--- config.mk ---
export PLATFORM = sky130hd
export DESIGN_NAME = fetch_stage
export DESIGN_NICKNAME = d
export VERILOG_FILES = /design/src/rtl/cpu_pkg.sv /design/src/rtl/fetch_fifo.sv /design/src/rtl/fetch_stage.sv
export SDC_FILE = /design/constraint.sdc
export NUM_CORES = 1
export LEC_CHECK = 0
export CORE_UTILIZATION = 30
export DETAILED_ROUTE_END_ITERATION = 8
export GPL_TIMING_DRIVEN = 0
export PLACE_DENSITY = 0.63
export SETUP_SLACK_MARGIN = 0.15
export SLEW_MARGIN = 5
export SYNTH_ARGS = -nofsm -noshare
export SYNTH_HDL_FRONTEND = slang
export SYNTH_SLANG_ARGS = --single-unit
--- constraint.sdc ---
create_clock -name clk -period 5.85 [get_ports clk]
set_input_delay 1.17 -clock clk [delete_from_list [all_inputs] [get_ports clk]]
set_output_delay 1.17 -clock clk [all_outputs]
set_load 0.005 [all_outputs]
--- src/rtl/cpu_pkg.sv ---
// Shared cpu-wide constants and the fetch buffer entry type.
// Latency: n/a (types, constants and a pure helper function only).
// Backpressure: n/a.
//
// Contents:
//   XLEN, INSTR_BYTES      architectural word width and instruction size
//   DEFAULT_RESET_PC       default first fetch address after reset
//   xword_t                one architectural word
//   fetch_entry_t          {pc, instr} pair held by the fetch buffer
//   align_pc()             clears the sub-instruction offset bits of an address
package cpu_pkg;

  localparam int XLEN        = 32;
  localparam int INSTR_BYTES = 4;

  localparam logic [XLEN-1:0] DEFAULT_RESET_PC = 32'h0000_0000;

  typedef logic [XLEN-1:0] xword_t;

  // pc is the address the instruction word was fetched from.
  typedef struct packed {
    xword_t pc;
    xword_t instr;
  } fetch_entry_t;

  // Fetch addresses are always instruction aligned; low offset bits are dropped.
  function automatic xword_t align_pc(input xword_t pc);
    return pc & ~xword_t'(INSTR_BYTES - 1);
  endfunction

endpackage

--- src/rtl/fetch_fifo.sv ---
// Fetch instruction buffer: DEPTH-entry circular FIFO of {pc, instr} with flush.
// Latency: a push is visible at the head the cycle after it is written (no bypass).
// Backpressure: pushes into a full buffer are dropped (the fetch stage never issues
//   one), pops of an empty buffer are ignored; flush overrides push and pop.
//
// Ports:
//   clk, rst              clock, synchronous active-high reset
//   flush                 empty the buffer at the end of this cycle
//   push, push_entry      write one entry at the tail
//   pop                   retire the head entry
//   head_valid/head_entry registered head, entry forced to zero while empty
//   count                 current occupancy, 0..DEPTH
module fetch_fifo
  import cpu_pkg::*;
#(
  parameter int DEPTH = 2
) (
  input  logic                     clk,
  input  logic                     rst,
  input  logic                     flush,
  input  logic                     push,
  input  fetch_entry_t             push_entry,
  input  logic                     pop,
  output logic                     head_valid,
  output fetch_entry_t             head_entry,
  output logic [$clog2(DEPTH):0]   count
);

  localparam int AW = $clog2(DEPTH);
  localparam int CW = AW + 1;
  localparam logic [CW-1:0] FULL = CW'(DEPTH);

  fetch_entry_t  mem [DEPTH];
  logic [AW-1:0] wptr;
  logic [AW-1:0] rptr;
  logic          do_push;
  logic          do_pop;

  // A push into a full buffer is only legal when the head leaves the same cycle.
  assign do_pop  = pop & (count != '0) & ~flush;
  assign do_push = push & ~flush & ((count != FULL) | do_pop);

  assign head_valid = (count != '0);
  assign head_entry = head_valid ? mem[rptr] : '0;

  always_ff @(posedge clk) begin
    if (rst || flush) begin
      wptr  <= '0;
      rptr  <= '0;
      count <= '0;
    end else begin
      // DEPTH is a power of two, so pointers wrap by natural overflow.
      if (do_push) begin
        wptr <= wptr + AW'(1);
      end
      if (do_pop) begin
        rptr <= rptr + AW'(1);
      end
      case ({do_push, do_pop})
        2'b10:   count <= count + CW'(1);
        2'b01:   count <= count - CW'(1);
        default: count <= count;
      endcase
    end
  end

  // Storage needs no reset: head_entry is masked whenever count is zero.
  always_ff @(posedge clk) begin
    if (do_push) begin
      mem[wptr] <= push_entry;
    end
  end

endmodule

--- src/rtl/fetch_stage.sv ---
// Instruction fetch stage: sequential fetch with redirect, feeding a small buffer.
// Latency: inst_valid two cycles after the matching imem_req; one instr/cycle sustained.
// Backpressure: inst_valid/inst_ready handshake; imem_req is withheld whenever the
//   buffer plus the in-flight request would exceed DEPTH.
//
// Ports:
//   clk, rst                     clock, synchronous active-high reset
//   imem_req, imem_addr          fetch request and word-aligned address
//   imem_rdata                   instruction word, one cycle after its request
//   redirect_valid, redirect_pc  branch/jump redirect from the cpu
//   inst_valid, inst_ready       head handshake towards the cpu
//   inst_data, inst_pc           head instruction and its fetch address
module fetch_stage
  import cpu_pkg::*;
#(
  parameter logic [XLEN-1:0] RESET_PC = DEFAULT_RESET_PC,
  parameter int              DEPTH    = 2
) (
  input  logic            clk,
  input  logic            rst,
  output logic            imem_req,
  output logic [XLEN-1:0] imem_addr,
  input  logic [XLEN-1:0] imem_rdata,
  input  logic            redirect_valid,
  input  logic [XLEN-1:0] redirect_pc,
  output logic            inst_valid,
  input  logic            inst_ready,
  output logic [XLEN-1:0] inst_data,
  output logic [XLEN-1:0] inst_pc
);

  localparam int CW = $clog2(DEPTH) + 1;
  // One extra bit so occupancy + inflight cannot wrap before the compare.
  localparam int SW = CW + 1;

  xword_t       fetch_pc;
  xword_t       inflight_pc;
  logic         inflight;

  logic         fifo_valid;
  fetch_entry_t fifo_head;
  fetch_entry_t resp_entry;
  logic [CW-1:0] fifo_count;

  logic         pop;
  logic         resp_push;
  logic [SW-1:0] committed;

  // Outputs are masked during reset so the cpu sees an empty stage from the first
  // reset cycle, before the registered state has actually been cleared.
  assign inst_valid = fifo_valid & ~rst;
  assign inst_data  = inst_valid ? fifo_head.instr : '0;
  assign inst_pc    = inst_valid ? fifo_head.pc    : '0;

  assign pop = inst_valid & inst_ready;

  // Slots already claimed next cycle: buffered entries plus the outstanding
  // response, minus the head leaving now. pop implies count >= 1, so no underflow.
  assign committed = SW'(fifo_count) + SW'(inflight) - SW'(pop);

  assign imem_req  = ~rst & ~redirect_valid & (committed < SW'(DEPTH));
  assign imem_addr = fetch_pc;

  // A response landing in a redirect cycle belongs to the old path and is dropped.
  assign resp_push        = inflight & ~redirect_valid;
  assign resp_entry.pc    = inflight_pc;
  assign resp_entry.instr = imem_rdata;

  always_ff @(posedge clk) begin
    if (rst) begin
      fetch_pc    <= align_pc(RESET_PC);
      inflight    <= 1'b0;
      inflight_pc <= '0;
    end else if (redirect_valid) begin
      fetch_pc <= align_pc(redirect_pc);
      inflight <= 1'b0;
    end else begin
      inflight <= imem_req;
      if (imem_req) begin
        inflight_pc <= fetch_pc;
        // 32-bit add wraps FFFF_FFFC -> 0000_0000.
        fetch_pc    <= fetch_pc + XLEN'(INSTR_BYTES);
      end
    end
  end

  fetch_fifo #(
    .DEPTH (DEPTH)
  ) u_fifo (
    .clk        (clk),
    .rst        (rst),
    .flush      (redirect_valid),
    .push       (resp_push),
    .push_entry (resp_entry),
    .pop        (pop),
    .head_valid (fifo_valid),
    .head_entry (fifo_head),
    .count      (fifo_count)
  );

endmodule

==> impl_results.md, run 1 <==
- Status: completed
- Gr usage total: 0.1570
- DIE AREA: 0.02681 mm^2
- CP arrival: 4.31 ns
- Global-route wire length before repair: 31.71 mm
- Area leader, netlist: edfxtp_1
- Startpoint types: primary input
- Dpl hpwl: 14.74 mm
- Routed length per instance: 17.28 um
- EDFF count, synth: 124
- GPL Wtd Cong: 0.8572
- Pwr Density: 272.7 mW/mm^2
- Max Fclk: 182.6 MHz
- Worst Setup End Kind: output port
- Final period util: 0.9361
- Largest stage delay, worst path: 0.54 ns
- CTS root buffer: clkbuf_16
- Synth top area share: 0.4744
- Worst-Margin Slew: 0.7935 ns
- Worst clock skew: 0.01164 ns
- CTS Hold Bufs: 0
- Total gr overflow: 0
- Synth cell types: 54
- Antenna-violating nets left: 0
- Pins Over Slew Limit: 0
- Worst-Skew Late Latency: 0.43 ns
- Top-count cell post-synth: edfxtp_1
- Die span in x: 163.8 um
- Crit-path max FO: 19
- CTS tree: done
- Initial antenna violation count: 0
- Aggregate negative setup slack: 0 ns
- Multi-input logic area: 0.002594 mm^2
- Met3 WL: 1.569 mm
- Most used flip-flop cell after synthesis: edfxtp_1
- Crit-path leading delay family: buffers and inverters
- Hold crit path type: reg -> reg
- Yosys Warn Count: 0
- Final WS setup: 0.3738 ns
- PortBufs: 158
- Via count: 5854
- VDD IR max: 0.1832 mV
- Hold Violations, Final: 0
- Yosys reg bits: 190
- Crit Path Class: in -> out
- Synthesized netlist cell count: 678
- Final cell count without fillers: 1205
- Share of layout cells above drive strength 1: 0.05943
- Top cells by count, synth: edfxtp_1 (124), nand2_1 (86), nor2_1 (78)
- Clock sink count: 190
- CP Data Required Time: 4.68 ns
- IO Pins: 166
- FF+latch area: 0.005045 mm^2
- Seq/Total Area, Yosys: 0.6428
- CP most frequent cell: inv_1
- Synthesized area: 0.007849 mm^2
- Max transition margin: 0.4685
- Critical Path, Cell by Cell: clkdlybuf4s50_1, inv_1, o21ai_4, inv_1, nand2_1, inv_1, ha_1, nand2b_1, fa_1, xnor2_2, nand3_4, inv_6, clkdlybuf4s50_1
- Met2 wire len: 9.720 mm
- Inserted Diodes: 0
- Post-route design area: 0.01057 mm^2
- Die Height: 163.8 um
- Uppermost routed layer: met4
- CORE AREA: 0.02540 mm^2
- H-tree Lvls: 4
- First DRT Iteration DRCs: 466
- Met1 WL: 9.176 mm
- Synth area leaders: edfxtp_1 (47%), dfxtp_1 (17%), mux2i_1 (8.0%)
- WP buf/inv: 6
- Number of global-route vias before repair: 5561
- Slowest cell on crit path: clkdlybuf4s50_1
- MaxCap Viol Count: 0
- TritonRoute pass-1 iters: 7
- P&R area growth vs syn: 34.67%
- Final setup fails: 0
- DRC violations left: 0
- Leak: 3.395 nW
- Drt via density: 4.858
- Final #Nets: 934
- Dpl ws: -0.8282 ns
- Mapped Avg Cell Area: 11.58 um^2
- # fillers: 2425
- RSZ-0062 raised after global routing: no
- Dpl cell area: 0.009932 mm^2
- Clock-pin slew on the worst setup and hold paths: 0.07 ns
- Largest net degree at the start of global routing: 53
- Minimum clock period: 5.476 ns
- WL final: 20.82 mm
- Row count: 58
- Total CTS buffers: 17
- Maximum buffer depth of the clock tree: 2
- Initial Util: 0.3090
- Ys async rst share: 0
- Cells after DPL: 1172
-- stage by stage --
| step | utilization | hold slack (ns) | power (W) |
|---|---|---|---|
| final | 0.4162 | 0.4527 | 0.002882 |
| after global routing | 0.4162 | 0.4659 | 0.002980 |
| after floorplan | - | 0.4254 | 0.001598 |
| after CTS | 0.4156 | 0.4566 | 0.002904 |
| after global placement | 0.3880 | 0.4325 | 0.001722 |
| after detailed placement | 0.3910 | 0.4386 | 0.001727 |
-- routing by layer --
layer / global-route usage / vias up
li1: - / 2822
met1: 0.2068 / 2758
met2: 0.2517 / 248
met3: 0.04293 / 26
met4: 0.04461 / 0
met5: 0 / -
-- layout make-up --
cell class                 count  share of cell area
clock buffer                  18             0.04060
inverter                      14            0.005445
buffer                        47             0.01835
sequential                   190              0.4773
multi-input combinational    429              0.2454
tap                          330             0.03906
timing repair buffer         163              0.1574
clock inverter                14             0.01645
-- registers in the layout (all words and copies together) (netlist names), named ones only --
name,flops
imem_addr,30
inflight,1
inflight_pc,30
u_fifo.count,2
u_fifo.mem,124
u_fifo.rptr,1
u_fifo.wptr,1
-- power breakdown --
| group | switching [W] | internal (W) |
|---|---|---|
| Combinational | 0.000101 | 0.000106 |
| Clock | 0.000535 | 0.000649 |
| Sequential | 0.0000332 | 0.00146 |
-- worst paths after layout --
kind / start / endpoint / slack (ns) / cells after the start
min reg2reg: inflight_pc[5] / u_fifo.mem[1][37] / 0.45 / 0
min: inflight_pc[5] / u_fifo.mem[1][37] / 0.45 / 0
max: rst / imem_req / 0.37 / 13
max reg2reg: u_fifo.count[1] / imem_addr[22] / 2.39 / 13
-- timing repair --
| item | CTS | global route |
|---|---|---|
| setup buffers | 0 | 2 |
| cloned | 0 | 0 |
| setup endpoints to repair | 1 | 1 |
| resized for setup | 5 | 0 |
-- kinds of logic (layout without fill, tap and decap cells) --
| family | count (synthesis) | after routing | share of synthesized area |
|---|---|---|---|
| buffers and inverters | 62 | 256 | 0.03188 |
| adder cells (fa/ha/maj) | 4 | 4 | 0.007334 |
| AO/OA/AOI/OAI | 104 | 104 | 0.08050 |
| flip-flops | 190 | 190 | 0.6428 |
| XOR/XNOR | 15 | 15 | 0.01770 |
| AND/OR/NAND/NOR | 238 | 238 | 0.1376 |
| multiplexers | 64 | 64 | 0.08178 |
| other | 1 | 4 | 0.0004778 |
-- placed cells by master, fill, tap and decap left out, types with 5 or more instances in the layout --
cell type and n:
nor3_1 9, edfxtp_1 124, clkbuf_1 32, a21o_1 6, nand4_1 10, nand2_1 86, mux2i_1 63, clkbuf_16 17
nor2_1 77, or3_1 5, inv_1 12, o21ai_0 8, nor4_1 9, buf_1 10, dfxtp_1 66, clkdlybuf4s50_1 158
nand3_1 16, o22ai_1 7, and2_1 7, xnor2_1 11, a31oi_1 17, buf_4 6, a21oi_1 46
No activity file was read; power rests on OpenSTA's default activity.
==> run 2, diff against run 1 <==
Settings changed: CORE_MARGIN from default to 3.
==> impl_results.md, run 2 (synthesis gave the netlist of run 1 again) <==
- Worst clock skew: 0.01786 ns
- Clk pwr share: 0.402
- Clock sink count: 190
- Final cell count without fillers: 1206
- Dpl hpwl: 14.66 mm
- CP Data Required Time: 4.68 ns
- Sw Pwr: 0.0006995 W
- Slowest cell on crit path: clkdlybuf4s50_1
- Startpoint types: primary input
- Register share of total power: 0.525
- # fillers: 2423
- Hold Violations, Final: 0
- Drt via density: 4.831
- CP most frequent cell: inv_1
- Status: completed
- Worst-Margin Slew: 0.7994 ns
- Critical Path, Cell by Cell: clkdlybuf4s50_1, inv_1, o21ai_4, inv_1, nand2_1, inv_1, ha_1, nand2b_1, fa_1, xnor2_2, nand3_4, inv_8, clkdlybuf4s50_1
- TritonRoute pass-1 iters: 5
- Leak: 3.398 nW
- Clock-pin slew on the worst setup and hold paths: 0.08 ns
- Max Fclk: 185.3 MHz
- Routed length per instance: 17.23 um
- IO Pins: 166
- Cells after DPL: 1172
- P&R area growth vs syn: 34.75%
- WHS: 0.4579 ns
- Die span in x: 167.8 um
- Largest stage delay, worst path: 0.54 ns
- Inserted Diodes: 0
- Register with the most flip-flops: u_fifo.mem
- H-tree Lvls: 4
- Number of global-route vias before repair: 5607
- Worst-Skew Late Latency: 0.43 ns
- Total gr overflow: 0
- Crit-path leading delay family: buffers and inverters
- Final #Nets: 935
- Hold crit path type: reg -> reg
- Cell-internal power: 0.002141 W
- WP depth: 13
- Minimum clock period: 5.398 ns
- Antenna-violating nets left: 0
- Commonest non-fill, non-tap cell in the layout: clkdlybuf4s50_1
- MaxCap Viol Count: 0
- RSZ-0062 raised after global routing: no
- Share of layout cells above drive strength 1: 0.06164
- Hold depth: 0
- DRC violations left: 0
- Switch share: 0.2463
- Global-route wire length before repair: 31.95 mm
- Gr usage total: 0.1465
- Combinational fraction of design power: 0.072
- Pwr Density: 268.5 mW/mm^2
- PortBufs: 158
- CORE AREA: 0.02547 mm^2
- Final setup fails: 0
- Initial Util: 0.3081
- CTS Hold Bufs: 0
- First DRT Iteration DRCs: 503
- Die Height: 167.8 um
- Crit Path Class: in -> out
- FF-to-FF path depth: 14
- Final period util: 0.9227
- Initial antenna violation count: 0
- CTS tree: done
- WP buf/inv: 6
- CP arrival: 4.23 ns
- Pins Over Slew Limit: 0
- Maximum buffer depth of the clock tree: 2
- Largest net degree at the start of global routing: 51
- WL final: 20.79 mm
- Via count: 5826
- GPL Wtd Cong: 0.8772
- VDD IR max: 0.1378 mV
- Max transition margin: 0.4646
- Max FFs per register: 124
- Worst Setup End Kind: output port
- Total CTS buffers: 17
- CTS root buffer: clkbuf_16
- Crit-path max FO: 19
- Pwr Total: 0.002840 W
- Commonest cells after routing, fill and taps aside: clkdlybuf4s50_1 (158), edfxtp_1 (124), nand2_1 (86), nor2_1 (77), dfxtp_1 (66)
- DIE AREA: 0.02814 mm^2
- Row count: 58
- Core Util, Final: 0.4152
## run 2: power by group through the flow
stage | registers, W | clock network, W | logic (W)
global route | 0.00150 | 0.00123 | 0.000225
detailed placement | 0.00152 | 0 | 0.000204
floorplan | 0.00151 | 0 | 0.0000851
global placement | 0.00152 | 0 | 0.000200
CTS | 0.00149 | 0.00117 | 0.000207
finish | 0.00149 | 0.00114 | 0.000206
## run 2: through the flow
stage / setup TNS (ns) / cell area (um^2) / worst slack [ns]
final: 0 / 10580 / 0.4520
after global routing: 0 / 10580 / 0.2961
after CTS: 0 / 10550 / 0.1947
after detailed placement: -0.8800 / 9932 / -0.8800
after global placement: -87.15 / 9854 / -1.396
after floorplan: 0 / 7860 / 0.9817
## run 2: area by class of cell
| cell class | count | area [um^2] | area share |
|---|---|---|---|
| buffer | 47 | 193.9 | 0.01834 |
| clock buffer | 17 | 425.4 | 0.04022 |
| clock inverter | 15 | 173.9 | 0.01644 |
| inverter | 14 | 60.06 | 0.005678 |
| multi-input combinational | 429 | 2594 | 0.2452 |
| sequential | 190 | 5045 | 0.4770 |
| tap | 330 | 412.9 | 0.03904 |
| timing repair buffer | 164 | 1672 | 0.1580 |
## run 2: per-layer routing
metal | track usage | up-vias | part of all wire
met3 | 0.03258 | 19 | 0.065
met2 | 0.2307 | 252 | 0.47
met5 | 0 | - | 0
met1 | 0.2015 | 2738 | 0.45
met4 | 0.04767 | 0 | 0.017
li1 | - | 2817 | -
## run 2: worst register-to-register path, cell delays in order (launching register included)
cell	delay [ns]
dfxtp_1	0.41
o21ai_4	0.19
inv_1	0.10
nand2_1	0.13
inv_1	0.06
ha_1	0.25
nand2b_1	0.15
fa_1	0.41
xnor2_2	0.25
buf_4	0.16
nor4bb_1	0.26
clkbuf_1	0.36
nand2_1	0.12
or2_2	0.28
a31oi_1	0.15
## run 2: path summary, 6_finish.rpt
path         slack [ns]                end       startpoint
max                0.45           imem_req              rst
min                0.46  u_fifo.mem[0][51]  inflight_pc[19]
max reg2reg        2.49       imem_addr[8]  u_fifo.count[1]
min reg2reg        0.46  u_fifo.mem[0][51]  inflight_pc[19]
## run 2: what timing repair did
item	in CTS	in global routing
endpoints found under the setup margin	1	1
pin swaps	0	1
resized for setup	5	1
buffers inserted	0	3
gates cloned	0	0
==> run 3, diff against run 2 <==
Settings changed: GPL_TIMING_DRIVEN 0 to 1, SETUP_SLACK_MARGIN 0.15 to default.
==> impl_results.md, run 3 (synthesis gave the netlist of run 1 again) <==
- Status: completed
- Worst clock skew: 0.01418 ns
- Via count: 5633
- Worst-Skew Late Latency: 0.43 ns
- Worst Setup End Kind: output port
- Total gr overflow: 0
- Final #Nets: 891
- Hold Violations, Final: 0
- Reg2reg start: u_fifo.count[1]
- MaxCap Viol Count: 0
- Crit Path Class: in -> out
- Die Height: 167.8 um
- Worst-Margin Slew: 0.9597 ns
- Cts repair resizes: 0
- PortBufs: 159
- Largest net degree at the start of global routing: 66
- Minimum clock period: 4.685 ns
- TritonRoute pass-1 iters: 5
- Row count: 58
- Max transition margin: 0.3602
- Number of global-route vias before repair: 5475
- CTS Hold Bufs: 0
- Global-route wire length before repair: 31.06 mm
- VDD IR max: 0.1403 mV
- DRC violations left: 0
- Worst Setup SP: inst_ready
- Share of layout cells above drive strength 1: 0.06250
- Total CTS buffers: 17
- Routed length per instance: 17.13 um
- Die span in x: 167.8 um
- Clock-pin slew on the worst setup and hold paths: 0.07 ns
- Crit-path max FO: 4
- Post-CTS Setup Bufs: 0
- RSZ-0062 raised after global routing: no
- Drt via density: 4.848
- First DRT Iteration DRCs: 377
- Pins Over Slew Limit: 0
- CTS tree: done
- Antenna-violating nets left: 0
- Maximum buffer depth of the clock tree: 2
- Max FFs per register: 124
- DIE AREA: 0.02814 mm^2
- Final setup fails: 0
- Flop-to-flop setup slack: 2.36 ns
- Clock sink count: 190
- Commonest cells after routing, fill and taps aside: clkdlybuf4s50_1 (158), edfxtp_1 (124), nand2_1 (86), nor2_1 (77), dfxtp_1 (65)
- CORE AREA: 0.02547 mm^2
- Inserted Diodes: 0
- Dpl hpwl: 12.80 mm
- Max Fclk: 213.4 MHz
- Aggregate negative setup slack: 0 ns
- IO Pins: 166
- Commonest non-fill, non-tap cell in the layout: clkdlybuf4s50_1
- Critical path endpoint: imem_req
- Initial antenna violation count: 0
- Leak: 3.318 nW
- Startpoint types: primary input
- Worst R2R End: imem_addr[20]
- GPL Wtd Cong: 0.7868
- Gr usage total: 0.1416
- P&R area growth vs syn: 31.77%
- Pwr Density: 272.8 mW/mm^2
- H-tree Lvls: 4
- Final period util: 0.8009
- Final WS setup: 1.165 ns
- Initial Util: 0.3081
- FF-to-FF path depth: 13
- CP Data Required Time: 4.68 ns
- CTS root buffer: clkbuf_16
- Register with the most flip-flops: u_fifo.mem
- Hold crit path type: reg -> reg
- CP arrival: 3.52 ns
- Dpl ws: 1.185 ns
- WL final: 19.90 mm
-- run 3: layout make-up --
class | count | area, um^2
well taps | 330 | 412.9
inverters | 14 | 52.55
clock inverters | 14 | 143.9
repair buffers | 167 | 1659
multi-input cells | 429 | 2586
fillers | 2433 | 15130
flip-flops and latches | 190 | 5049
clock buffers | 18 | 439.2
-- run 3: how the worst min path moves through the flow --
stage / startpoint / to / slack [ns] / cells after the start
after global placement: inflight_pc[4] / u_fifo.mem[0][36] / 0.43 / 0
after CTS: inflight_pc[22] / u_fifo.mem[1][54] / 0.46 / 0
after global routing: inflight_pc[31] / u_fifo.mem[1][63] / 0.47 / 0
after detailed placement: inflight_pc[13] / u_fifo.mem[0][45] / 0.44 / 0
final: inflight_pc[6] / u_fifo.mem[0][38] / 0.45 / 0
after floorplan: inflight_pc[2] / u_fifo.mem[0][34] / 0.43 / 0
-- run 3: metrics by stage --
step | util | instance area, um^2 | hold WS (ns) | total power [W] | std cells
floorplan | - | 7860 | 0.4254 | 0.001598 | 681
global placement | 0.3831 | 9759 | 0.4325 | 0.001710 | 1130
detailed placement | 0.3831 | 9759 | 0.4393 | 0.001715 | 1130
CTS | 0.4060 | 10340 | 0.4562 | 0.002856 | 1162
global route | 0.4060 | 10340 | 0.4700 | 0.002931 | 1162
finish | 0.4060 | 10340 | 0.4536 | 0.002821 | 1162
-- run 3: where the power goes --
part	total [W]	internal (W)	switching, W
Combinational	0.000189	0.000101	0.0000880
Sequential	0.00149	0.00146	0.0000371
Clock	0.00114	0.000582	0.000556
Total	0.00282	0.00214	0.000681
-- run 3: worst max-delay path, cell delays in order --
cell	delay (ns)
clkdlybuf4s50_1	0.48
nand2_1	0.11
inv_1	0.08
ha_1	0.21
nand2b_1	0.15
fa_1	0.40
xnor2_2	0.22
nand3_2	0.12
inv_2	0.08
clkdlybuf4s50_1	0.50
-- run 3: metal layers --
layer	vias up	GRT usage	wire, um
met5	-	0	0
met4	0	0.04162	214
met3	13	0.02904	1207
met2	210	0.2233	9405
met1	2679	0.1977	9075
li1	2731	-	-
